### src/rtl/sonar_stream_pkg.sv
// Shared types and helpers for the sonar sample stream.
// Channel index helpers work on an 8-bit mask padded with zeros.
package sonar_stream_pkg;

  localparam int NUM_CH   = 8;
  localparam int DATA_W   = 24;
  localparam int CH_IDX_W = 3;

  typedef logic signed [DATA_W-1:0] sample_t;
  typedef sample_t [NUM_CH-1:0] frame_t;

  // Lowest enabled channel >= from; bit 3 set means none left.
  function automatic logic [3:0] first_ch(
    input logic [7:0] m,
    input logic [3:0] from
  );
    logic [3:0] r;
    r = 4'h8;
    for (int i = 7; i >= 0; i--) begin
      if (m[i] && (4'(i) >= from)) r = 4'(i);
    end
    return r;
  endfunction

  // True when no enabled channel sits above idx.
  function automatic logic is_top(
    input logic [7:0] m,
    input logic [2:0] idx
  );
    return ~|(m >> (4'(idx) + 4'd1));
  endfunction

endpackage

### src/rtl/frame_buf2.sv
// Two-entry frame FIFO holding parallel frames and their masks.
// Exposes head and the entry behind it for gapless frame switching.
module frame_buf2 #(
  parameter int NUM_CH = 8,
  parameter int DATA_W = 24
) (
  input  logic                     clk,
  input  logic                     rst_n,
  input  logic                     push,
  input  logic [NUM_CH*DATA_W-1:0] push_data,
  input  logic [NUM_CH-1:0]        push_mask,
  input  logic                     pop,
  output logic [1:0]               count,
  output logic [NUM_CH*DATA_W-1:0] head_data,
  output logic [NUM_CH*DATA_W-1:0] next_data,
  output logic [NUM_CH-1:0]        head_mask,
  output logic [NUM_CH-1:0]        next_mask
);

  localparam int FW = NUM_CH * DATA_W;

  logic [FW-1:0]     data_q [2];
  logic [NUM_CH-1:0] mask_q [2];
  logic              rd_q;
  logic              wr_q;
  logic [1:0]        cnt_q;

  // Storage, pointers and occupancy; push and pop may coincide.
  always_ff @(posedge clk or negedge rst_n) begin
    if (!rst_n) begin
      data_q[0] <= '0;
      data_q[1] <= '0;
      mask_q[0] <= '0;
      mask_q[1] <= '0;
      rd_q      <= 1'b0;
      wr_q      <= 1'b0;
      cnt_q     <= 2'd0;
    end else begin
      if (push) begin
        data_q[wr_q] <= push_data;
        mask_q[wr_q] <= push_mask;
        wr_q         <= ~wr_q;
      end
      if (pop) rd_q <= ~rd_q;
      cnt_q <= cnt_q + {1'b0, push} - {1'b0, pop};
    end
  end

  assign count     = cnt_q;
  assign head_data = data_q[rd_q];
  assign next_data = data_q[~rd_q];
  assign head_mask = mask_q[rd_q];
  assign next_mask = mask_q[~rd_q];

endmodule

### src/rtl/channel_serializer.sv
// Serializes buffered parallel frames into one sample per beat.
// Optional per-frame channel mask: define CHANNEL_MASK_EN.
module channel_serializer #(
  parameter int NUM_CH = sonar_stream_pkg::NUM_CH,
  parameter int DATA_W = sonar_stream_pkg::DATA_W
) (
  input  logic                     s_axis_aclk,
  input  logic                     s_axis_arstn,
  input  logic [NUM_CH*DATA_W-1:0] s_axis_tdata,
  input  logic                     s_axis_tvalid,
  output logic                     s_axis_tready,
  output logic signed [DATA_W-1:0] m_axis_tdata,
  output logic                     m_axis_tvalid,
  input  logic                     m_axis_tready,
  output logic [sonar_stream_pkg::CH_IDX_W-1:0] m_axis_tuser,
  output logic                     m_axis_tlast
`ifdef CHANNEL_MASK_EN
  ,
  input  logic [NUM_CH-1:0]        ch_mask
`endif
);

  import sonar_stream_pkg::*;

  localparam int FW = NUM_CH * DATA_W;

  typedef enum logic {IDLE, SEND} state_t;

  state_t            state_q;
  logic              rdy_q;
  logic [1:0]        count;
  logic              push;
  logic              pop;
  logic [FW-1:0]     head_data;
  logic [FW-1:0]     next_data;
  logic [NUM_CH-1:0] in_mask;
  logic [NUM_CH-1:0] head_mask;
  logic [NUM_CH-1:0] next_mask;
  logic [7:0]        hm8;
  logic [7:0]        nm8;
  logic [3:0]        ch_first;
  logic [3:0]        ch_next;
  logic [3:0]        ch_nf;

`ifdef CHANNEL_MASK_EN
  assign in_mask = ch_mask;
`else
  assign in_mask = '1;
`endif

  function automatic logic [DATA_W-1:0] pick(
    input logic [FW-1:0] f,
    input logic [3:0]    idx
  );
    return f[int'(idx[2:0])*DATA_W +: DATA_W];
  endfunction

  assign s_axis_tready = rdy_q & (count != 2'd2);
  assign push = s_axis_tvalid & s_axis_tready;

  assign hm8 = 8'(head_mask);
  assign nm8 = 8'(next_mask);
  assign ch_first = first_ch(hm8, 4'd0);
  assign ch_next  = first_ch(hm8, {1'b0, m_axis_tuser} + 4'd1);
  assign ch_nf    = first_ch(nm8, 4'd0);

  // Empty-mask frames are dropped from IDLE; others leave on tlast.
  assign pop = ((state_q == IDLE) && (count != 2'd0) && (head_mask == '0))
             | ((state_q == SEND) && m_axis_tready && m_axis_tlast);

  frame_buf2 #(
    .NUM_CH(NUM_CH),
    .DATA_W(DATA_W)
  ) u_buf (
    .clk      (s_axis_aclk),
    .rst_n    (s_axis_arstn),
    .push     (push),
    .push_data(s_axis_tdata),
    .push_mask(in_mask),
    .pop      (pop),
    .count    (count),
    .head_data(head_data),
    .next_data(next_data),
    .head_mask(head_mask),
    .next_mask(next_mask)
  );

  // Input side opens one cycle after reset release.
  always_ff @(posedge s_axis_aclk or negedge s_axis_arstn) begin
    if (!s_axis_arstn) rdy_q <= 1'b0;
    else               rdy_q <= 1'b1;
  end

  // Beat sequencer with registered outputs.
  always_ff @(posedge s_axis_aclk or negedge s_axis_arstn) begin
    if (!s_axis_arstn) begin
      state_q       <= IDLE;
      m_axis_tvalid <= 1'b0;
      m_axis_tlast  <= 1'b0;
      m_axis_tuser  <= '0;
      m_axis_tdata  <= '0;
    end else begin
      case (state_q)
        IDLE: begin
          if ((count != 2'd0) && (head_mask != '0)) begin
            state_q       <= SEND;
            m_axis_tvalid <= 1'b1;
            m_axis_tdata  <= $signed(pick(head_data, ch_first));
            m_axis_tuser  <= ch_first[2:0];
            m_axis_tlast  <= is_top(hm8, ch_first[2:0]);
          end
        end
        SEND: begin
          if (m_axis_tready) begin
            if (!m_axis_tlast) begin
              m_axis_tdata <= $signed(pick(head_data, ch_next));
              m_axis_tuser <= ch_next[2:0];
              m_axis_tlast <= is_top(hm8, ch_next[2:0]);
            end else if ((count == 2'd2) && (next_mask != '0)) begin
              m_axis_tdata <= $signed(pick(next_data, ch_nf));
              m_axis_tuser <= ch_nf[2:0];
              m_axis_tlast <= is_top(nm8, ch_nf[2:0]);
            end else begin
              state_q       <= IDLE;
              m_axis_tvalid <= 1'b0;
              m_axis_tlast  <= 1'b0;
            end
          end
        end
        default: state_q <= IDLE;
      endcase
    end
  end

endmodule

### config.mk
export PLATFORM = sky130hd
export DESIGN_NAME = channel_serializer
export DESIGN_NICKNAME = d
export VERILOG_FILES = /design/src/rtl/sonar_stream_pkg.sv /design/src/rtl/frame_buf2.sv /design/src/rtl/channel_serializer.sv
export SDC_FILE = /design/constraint.sdc
export NUM_CORES = 1
export LEC_CHECK = 0
export CAP_MARGIN = 20
export CORE_ASPECT_RATIO = 0.9
export CORE_MARGIN = 5
export CORE_UTILIZATION = 25
export CTS_BUF_LIST = sky130_fd_sc_hd__clkbuf_2
export CTS_CLUSTER_DIAMETER = 200
export DETAILED_ROUTE_END_ITERATION = 16
export GPL_TIMING_DRIVEN = 0
export PLACE_DENSITY = 0.39
export SYNTH_ARGS = -nofsm -noshare
export SYNTH_HDL_FRONTEND = slang
export SYNTH_SLANG_ARGS = --single-unit
### constraint.sdc
create_clock -name s_axis_aclk -period 4.1 [get_ports s_axis_aclk]
set_input_delay 0.82 -clock s_axis_aclk [delete_from_list [all_inputs] [get_ports s_axis_aclk]]
set_output_delay 0.82 -clock s_axis_aclk [all_outputs]
set_load 0.005 [all_outputs]
Word-level counts from Yosys, hierarchy flattened
Index checks and enable logic that the tools add are counted.

storage, ports and cells
  bits in registers = 435
  latch bits = 0
  bits in writable memories = 0
  ROM bits = 0
  bits of input ports = 196
  output and inout port bits = 30
  word-level logic and storage cells = 151
  memories = 0

operators by class
  add/subtract/negate cells = 6
  $mul = 3
  divide/modulo/power cells = 0
  order comparisons = 12
  equality and inequality tests = 7
  shift operators = 6
  muxes and demuxes = 66
  bitwise operators = 10
  reductions and logical operators = 28

operators with widths
  operator               number
  $mux W192              7
  $shiftx A192 B9 Y24    3
  $bwmux W384            1
  $demux W192 S1         1
  $mux W24               4
  $mux W3                28
  $mux W8                7
  $pmux W24 S2           1
  $reduce_or A8 Y1       3
  $shr A8 B4 Y8          3
  $add A3 B1 Y4 const B  4
  $ge A3 B4 Y1 const A   4
  $or A16 B16 Y16        1
  $reduce_bool A8 Y1     2
  $logic_and A1 B1 Y1    15
  $mul A3 B2 Y5 const B  3
  $mux W1                12
  $demux W8 S1           1
  $ge A1 B4 Y1 const A   2
  $ge A2 B4 Y1 const A   2
  $logic_not A8 Y1       1
  $ne A2 B2 Y1 const B   4
  $ge A2 B2 Y1 const B   3
  $not A1 Y2             3
  16 further kinds       23

Depth between registers and ports, before layout
  word-level depth = 21
  depth in mapped cells = 16

Modules after synthesis
From an unflattened synthesis, not the netlist that was laid out.

second synthesis, totals
  cell total of the unflattened synthesis = 2442
  area, all modules = 28424.8 um^2

by module, submodules not included
  module              instances  cells each  area each (um^2)  seq. area each (um^2)
  frame_buf2          1          1303        21061.4           10109.7
  channel_serializer  1          1139        7363.3            775.7

Least setup slack after synthesis
OpenSTA, ideal clock, no wires.

  kind = reg2reg
  from = register m_axis_tuser[0] (netlist name)
  to = register m_axis_tdata[17]
  data arrival time = 2.991 ns
  required time = 3.966 ns
  path slack = 0.975 ns
  cell stages (with the launch flop) = 12
  path buffers = 1
  cell sequence = dfrtp_1 ha_1 or2_2 o21a_1 o221a_4 or3_1 buf_6 nand3_4 a21oi_1 or4_1 o41ai_2 a31oi_1

between the ends
  longest elaborated chain between the ends = 16

ends and longest elaborated chain
  element                 RTL line                   RTL
  start, declared         channel_serializer.sv:15   output logic [sonar_stream_pkg::CH_IDX_W-1:0] m_axis_tuser,
  start signal, assigned  channel_serializer.sv:109  m_axis_tuser <= ch_first[2:0];
  start signal, assigned  channel_serializer.sv:117  m_axis_tuser <= ch_next[2:0];
  start signal, assigned  channel_serializer.sv:121  m_axis_tuser <= ch_nf[2:0];
  $add A3 B1 Y4 *         channel_serializer.sv:64   assign ch_next = first_ch(hm8, {1'b0, m_axis_tuser} + 4'd1);
  $ge A3 B4 Y1            sonar_stream_pkg.sv:20     if (m[i] && (4'(i) >= from)) r = 4'(i);
  $logic_and A1 B1 Y1     sonar_stream_pkg.sv:20
  $mux W3 (7 in a row)    sonar_stream_pkg.sv:20
  $mux W3 *               sonar_stream_pkg.sv:20
  $mul A3 B2 Y5 *         channel_serializer.sv:55   return f[int'(idx[2:0])*DATA_W +: DATA_W];
  $shiftx A192 B9 Y24 *   channel_serializer.sv:55
  $mux W24 *              channel_serializer.sv:115  if (!m_axis_tlast) begin
  $mux W24 *              channel_serializer.sv:114  if (m_axis_tready) begin
  $pmux W24 S2 *          channel_serializer.sv:103  case (state_q)
  end signal, assigned    channel_serializer.sv:108  m_axis_tdata <= $signed(pick(head_data, ch_first));
  end signal, assigned    channel_serializer.sv:116  m_axis_tdata <= $signed(pick(head_data, ch_next));
  end signal, assigned    channel_serializer.sv:120  m_axis_tdata <= $signed(pick(next_data, ch_nf));
  end, declared           channel_serializer.sv:12   output logic signed [DATA_W-1:0] m_axis_tdata,

Every way passes the cells marked *; elsewhere a longest branch is shown, timed or not. The select of a mux whose other input is x is not followed.
A chain may end at the register's enable or synchronous reset.

Worst setup path after layout
  from = register u_buf.rd_q
  to = register m_axis_tdata[17]

between the ends
  longest elaborated chain between the ends = 19

ends and longest elaborated chain
  element                                     RTL line                            RTL
  start, declared                             frame_buf2.sv:24                    logic rd_q;
  start signal, assigned                      frame_buf2.sv:44                    if (pop) rd_q <= ~rd_q;
  $not A1 Y1                                  frame_buf2.sv:51, frame_buf2.sv:53
  $not A1 Y2                                  frame_buf2.sv:51, frame_buf2.sv:53
  $mux W8 (implied by the code) (3 in a row)  frame_buf2.sv:53                    assign next_mask = mask_q[~rd_q];
  $mux W3 (8 in a row)                        sonar_stream_pkg.sv:20
  $mul A3 B2 Y5                               channel_serializer.sv:55
  $shiftx A192 B9 Y24                         channel_serializer.sv:55
  $mux W24                                    channel_serializer.sv:119           end else if ((count == 2'd2) && (next_mask != '0)) begin
  $mux W24                                    channel_serializer.sv:115
  $mux W24                                    channel_serializer.sv:114
  $pmux W24 S2                                channel_serializer.sv:103

Several ways; a longest one is shown, not always the timed one. The select of a mux whose other input is x is not followed.

==> summary.txt <==
Outcome
  • Status: finished, violations left
  • Failing checks: setup timing

Die
  • Row Count: 114
  • DIE AREA: ~110000 um^2
  • Die W: approximately 360 um
  • # IOs: approximately 230
  • Initial Utilization: 0.2517
  • Core Box Area: ~110000 um^2
  • Die Y: around 320 um

Synth
  • Synth Register Bits: 435
  • Share of async-settable or async-resettable flops after synthesis: 1.000
  • Syn nets: approximately 2600
  • EDFF count, synth: 0
  • Synthesized cell area: around 27000 um^2
  • Sequential-to-total area share from yosys stat: 0.4032
  • Syn Area/Cell: approximately 11 um^2
  • Synth Instances: 2417
  • Cell variety after synth: 87
  • Yosys warnings: 0
  • Primary FF master, synth: dfrtp_1

Global route
  • Vias in the first global route: ~27000
  • Congestion Overflow GR: 0
  • Pin count of the biggest net entering global routing: ~120
  • First-pass GRT wire length: around 220000 um
  • Total Routing Usage GR: 0.2749
  • Initial antenna violation count: 9

Pwr
  • Total power: 31.08 mW
  • PwrDens: 875.3 nW/um^2
  • P_leak: around 14 nW
  • Worst VDD drop: between 0.4 and 0.5 mV

Critical path
  • Reg2reg setup slack: -0.02 ns
  • Critical-path top delay cell: a211oi_4
  • Setup crit end kind: flip-flop
  • Crit Reg-Reg Endpoint: m_axis_tdata[17]$_DFFE_PN0P_
  • Req. time, crit path: ~5.6 ns
  • Crit path buffers/inverters: 4
  • End of the critical path: m_axis_tdata[17]$_DFFE_PN0P_
  • R2r worst-path depth: 13
  • Crit path from: u_buf.rd_q$_DFFE_PN0N_
  • CP max stage delay: between 0.5 and 0.6 ns
  • Arr. time, crit path: between 5 and 6 ns
  • Crit path max-delay family: compound AO/OA/AOI/OAI gates
  • Critical path fanouts, max: 10
  • Cell depth of the worst setup path: 13
  • Crit start category: flip-flop
  • Critical path class: flip-flop to flip-flop
  • Critical R2R Launch: u_buf.rd_q$_DFFE_PN0N_
  • Critical path, cell by cell: buf_6 -> buf_12 -> buf_8 -> or3_1 -> a211oi_4 -> nor3_4 -> nand2_1 -> nor2_1 -> buf_4 -> o311ai_0 -> o21ai_0 -> a221oi_2 -> a31oi_1

Clocking
  • # clock sinks: 435
  • Cts bufs inserted: 134
  • CTS tree: yes
  • Clk buf depth: 3
  • Htree depth: 4
  • Clock transition at path regs: about 0.11 ns
  • Clock latency on the worst-skew pair: ~1.6 ns
  • Clk root buf: clkbuf_2

STA
  • Fin Setup TNS: -0.02472 ns
  • Final min period: 4.119 ns
  • RSZ-0062 raised after global routing: false
  • Final clock skew: around 0.12 ns
  • Max-slew violation count: 0
  • Relative slew slack: 0.1759
  • Period utilization: 1.005
  • Max Clk Rate: approximately 0.24 GHz
  • Worst-Margin Slew: around 1.2 ns
  • Setup-failing EPs final: 2
  • Final WS setup: -0.01899 ns
  • Final Hold Fails: 0

Cells and area
  • Area Growth Syn to Fin: 31.51%
  • Layout cells sized above 1: 0.3087
  • Layout Nets: between 3000 and 4000

Drt
  • First-pass DRT Iterations: 6
  • Via count: around 25000
  • DR iter-0 viols: about 2700
  • Post-route DRC: 0
  • Wirelength, routed: between 150000 and 200000 um
  • Antenna Violating Nets Remaining: 0
  • WL/cell: 35.15 um
  • Vias per cell: approximately 5.6

Placed design
  • DP Wirelength: around 120000 um
  • Routability cong.: slightly below 1
  • IO buf count: ~230

Hold path
  • Hold WC Path Type: input pin to flip-flop

Flow run
  • # Max-Cap Violations: 0
==> power breakdown <==
part	internal [mW]	total (mW)	switching, mW
clock	1.66	3.90	2.24
combinational	7.37	17.8	10.4
sequential	6.42	9.38	2.96
total	15.4	31.1	15.6
==> synthesized netlist by cell type (42+ instances only) <==
library cell,n,share of area
nand2_1,238,0.033
nor2_1,91,0.013
buf_2,55,0.010
mux4_2,120,0.10
a211oi_1,42,0.012
nand3_1,83,0.015
mux2i_1,175,0.065
clkbuf_1,103,0.014
o22ai_1,54,0.013
o21ai_0,60,0.011
mux2_2,402,0.17
a21oi_1,147,0.027
dfrtp_1,435,0.40
==> area by class of cell <==
type / count / area (um^2)
sequential: 435 / 10890
multi-input combinational: 1776 / 15460
timing repair buffer: 464 / 4872
buffer: 192 / 1099
inverter: 12 / 45.04
clock buffer: 183 / 915.9
clock inverter: 51 / 397.9
antenna: 6 / 15.01
tap: 1450 / 1814
fill: 11070 / 71760
==> timing repair <==
item,CTS,global route
endpoints found under the setup margin,26,25
gates cloned,0,0
resized for setup,106,40
hold buffers,195,0
setup buffers,2,2
hold endpoints to repair,702,0
pin swaps,4,6
==> sequential cells by signal, indices dropped and copies added, names as in the netlist <==
name,flops
m_axis_tuser,3
u_buf.data_q,384
m_axis_tvalid,1
u_buf.wr_q,1
u_buf.mask_q,16
m_axis_tdata,24
u_buf.rd_q,1
u_buf.count,2
m_axis_tlast,1
state_q,1
rdy_q,1
==> stage by stage <==
stage	hold slack (ns)	instance area, um^2	setup slack, ns	cells	utilization
4_1_cts	0.03146	35330	-0.004167	4558	0.3294
5_1_grt	0.1267	35500	0.006499	4568	0.3310
2_1_floorplan	0.4543	27000	0.9751	2417	-
3_5_place_dp	0.4743	31640	-1.122	4128	0.2950
3_3_place_gp	0.4722	31060	-17.96	4092	0.2896
6_report	0.1882	35500	-0.01899	4569	0.3310
==> worst min path at each step <==
stage / startpoint / to / slack [ns] / cells past startpoint
3_5_place_dp: u_buf.wr_q$_DFFE_PN0P_ / u_buf.wr_q$_DFFE_PN0P_ / 0.47 / 1
4_1_cts: s_axis_tvalid / u_buf.wr_q$_DFFE_PN0P_ / 0.03 / 4
5_1_grt: s_axis_tvalid / u_buf.wr_q$_DFFE_PN0P_ / 0.13 / 4
2_1_floorplan: u_buf.wr_q$_DFFE_PN0P_ / u_buf.wr_q$_DFFE_PN0P_ / 0.45 / 1
3_3_place_gp: u_buf.wr_q$_DFFE_PN0P_ / u_buf.wr_q$_DFFE_PN0P_ / 0.47 / 1
6_report: s_axis_tvalid / u_buf.wr_q$_DFFE_PN0P_ / 0.19 / 4
==> kinds of logic after synthesis <==
group                    Yosys count  share of synthesized area
AO/OA/AOI/OAI                    488                     0.1201
XOR/XNOR                           6                   0.001947
adder cells (fa/ha/maj)            6                   0.002781
buffers and inverters            206                    0.03671
flip-flops                       435                     0.4032
multiplexers                     700                     0.3343
other                              1                  0.0001389
AND/OR/NAND/NOR                  575                     0.1008
==> worst register-to-register path, delay by kind of cell (launching register included) <==
family | cells | cell delay [ns]
AO/OA/AOI/OAI | 5 | 1.71
buffers and inverters | 4 | 0.71
flip-flops | 1 | 0.43
AND/OR/NAND/NOR | 4 | 1.14
==> routing by layer <==
metal | routed length (um) | track usage
met1 | 65880 | 0.3460
met2 | 75150 | 0.4501
met3 | 9925 | 0.04869
met4 | 9657 | 0.1484
met5 | 0 | 0
==> cells in the final DEF, fill, tap and decap left out, drive strengths merged, types with 120 or more instances in the layout <==
master         Yosys  final
a21oi            149    149
buf               90    128
clkbuf           104    292
clkdlybuf4s50      0    224
dfrtp            435    435
dlygate4sd3        0    194
mux2             404    404
mux2i            176    176
mux4             120    120
nand2            239    239
No activity file was read; power rests on OpenSTA's default activity.
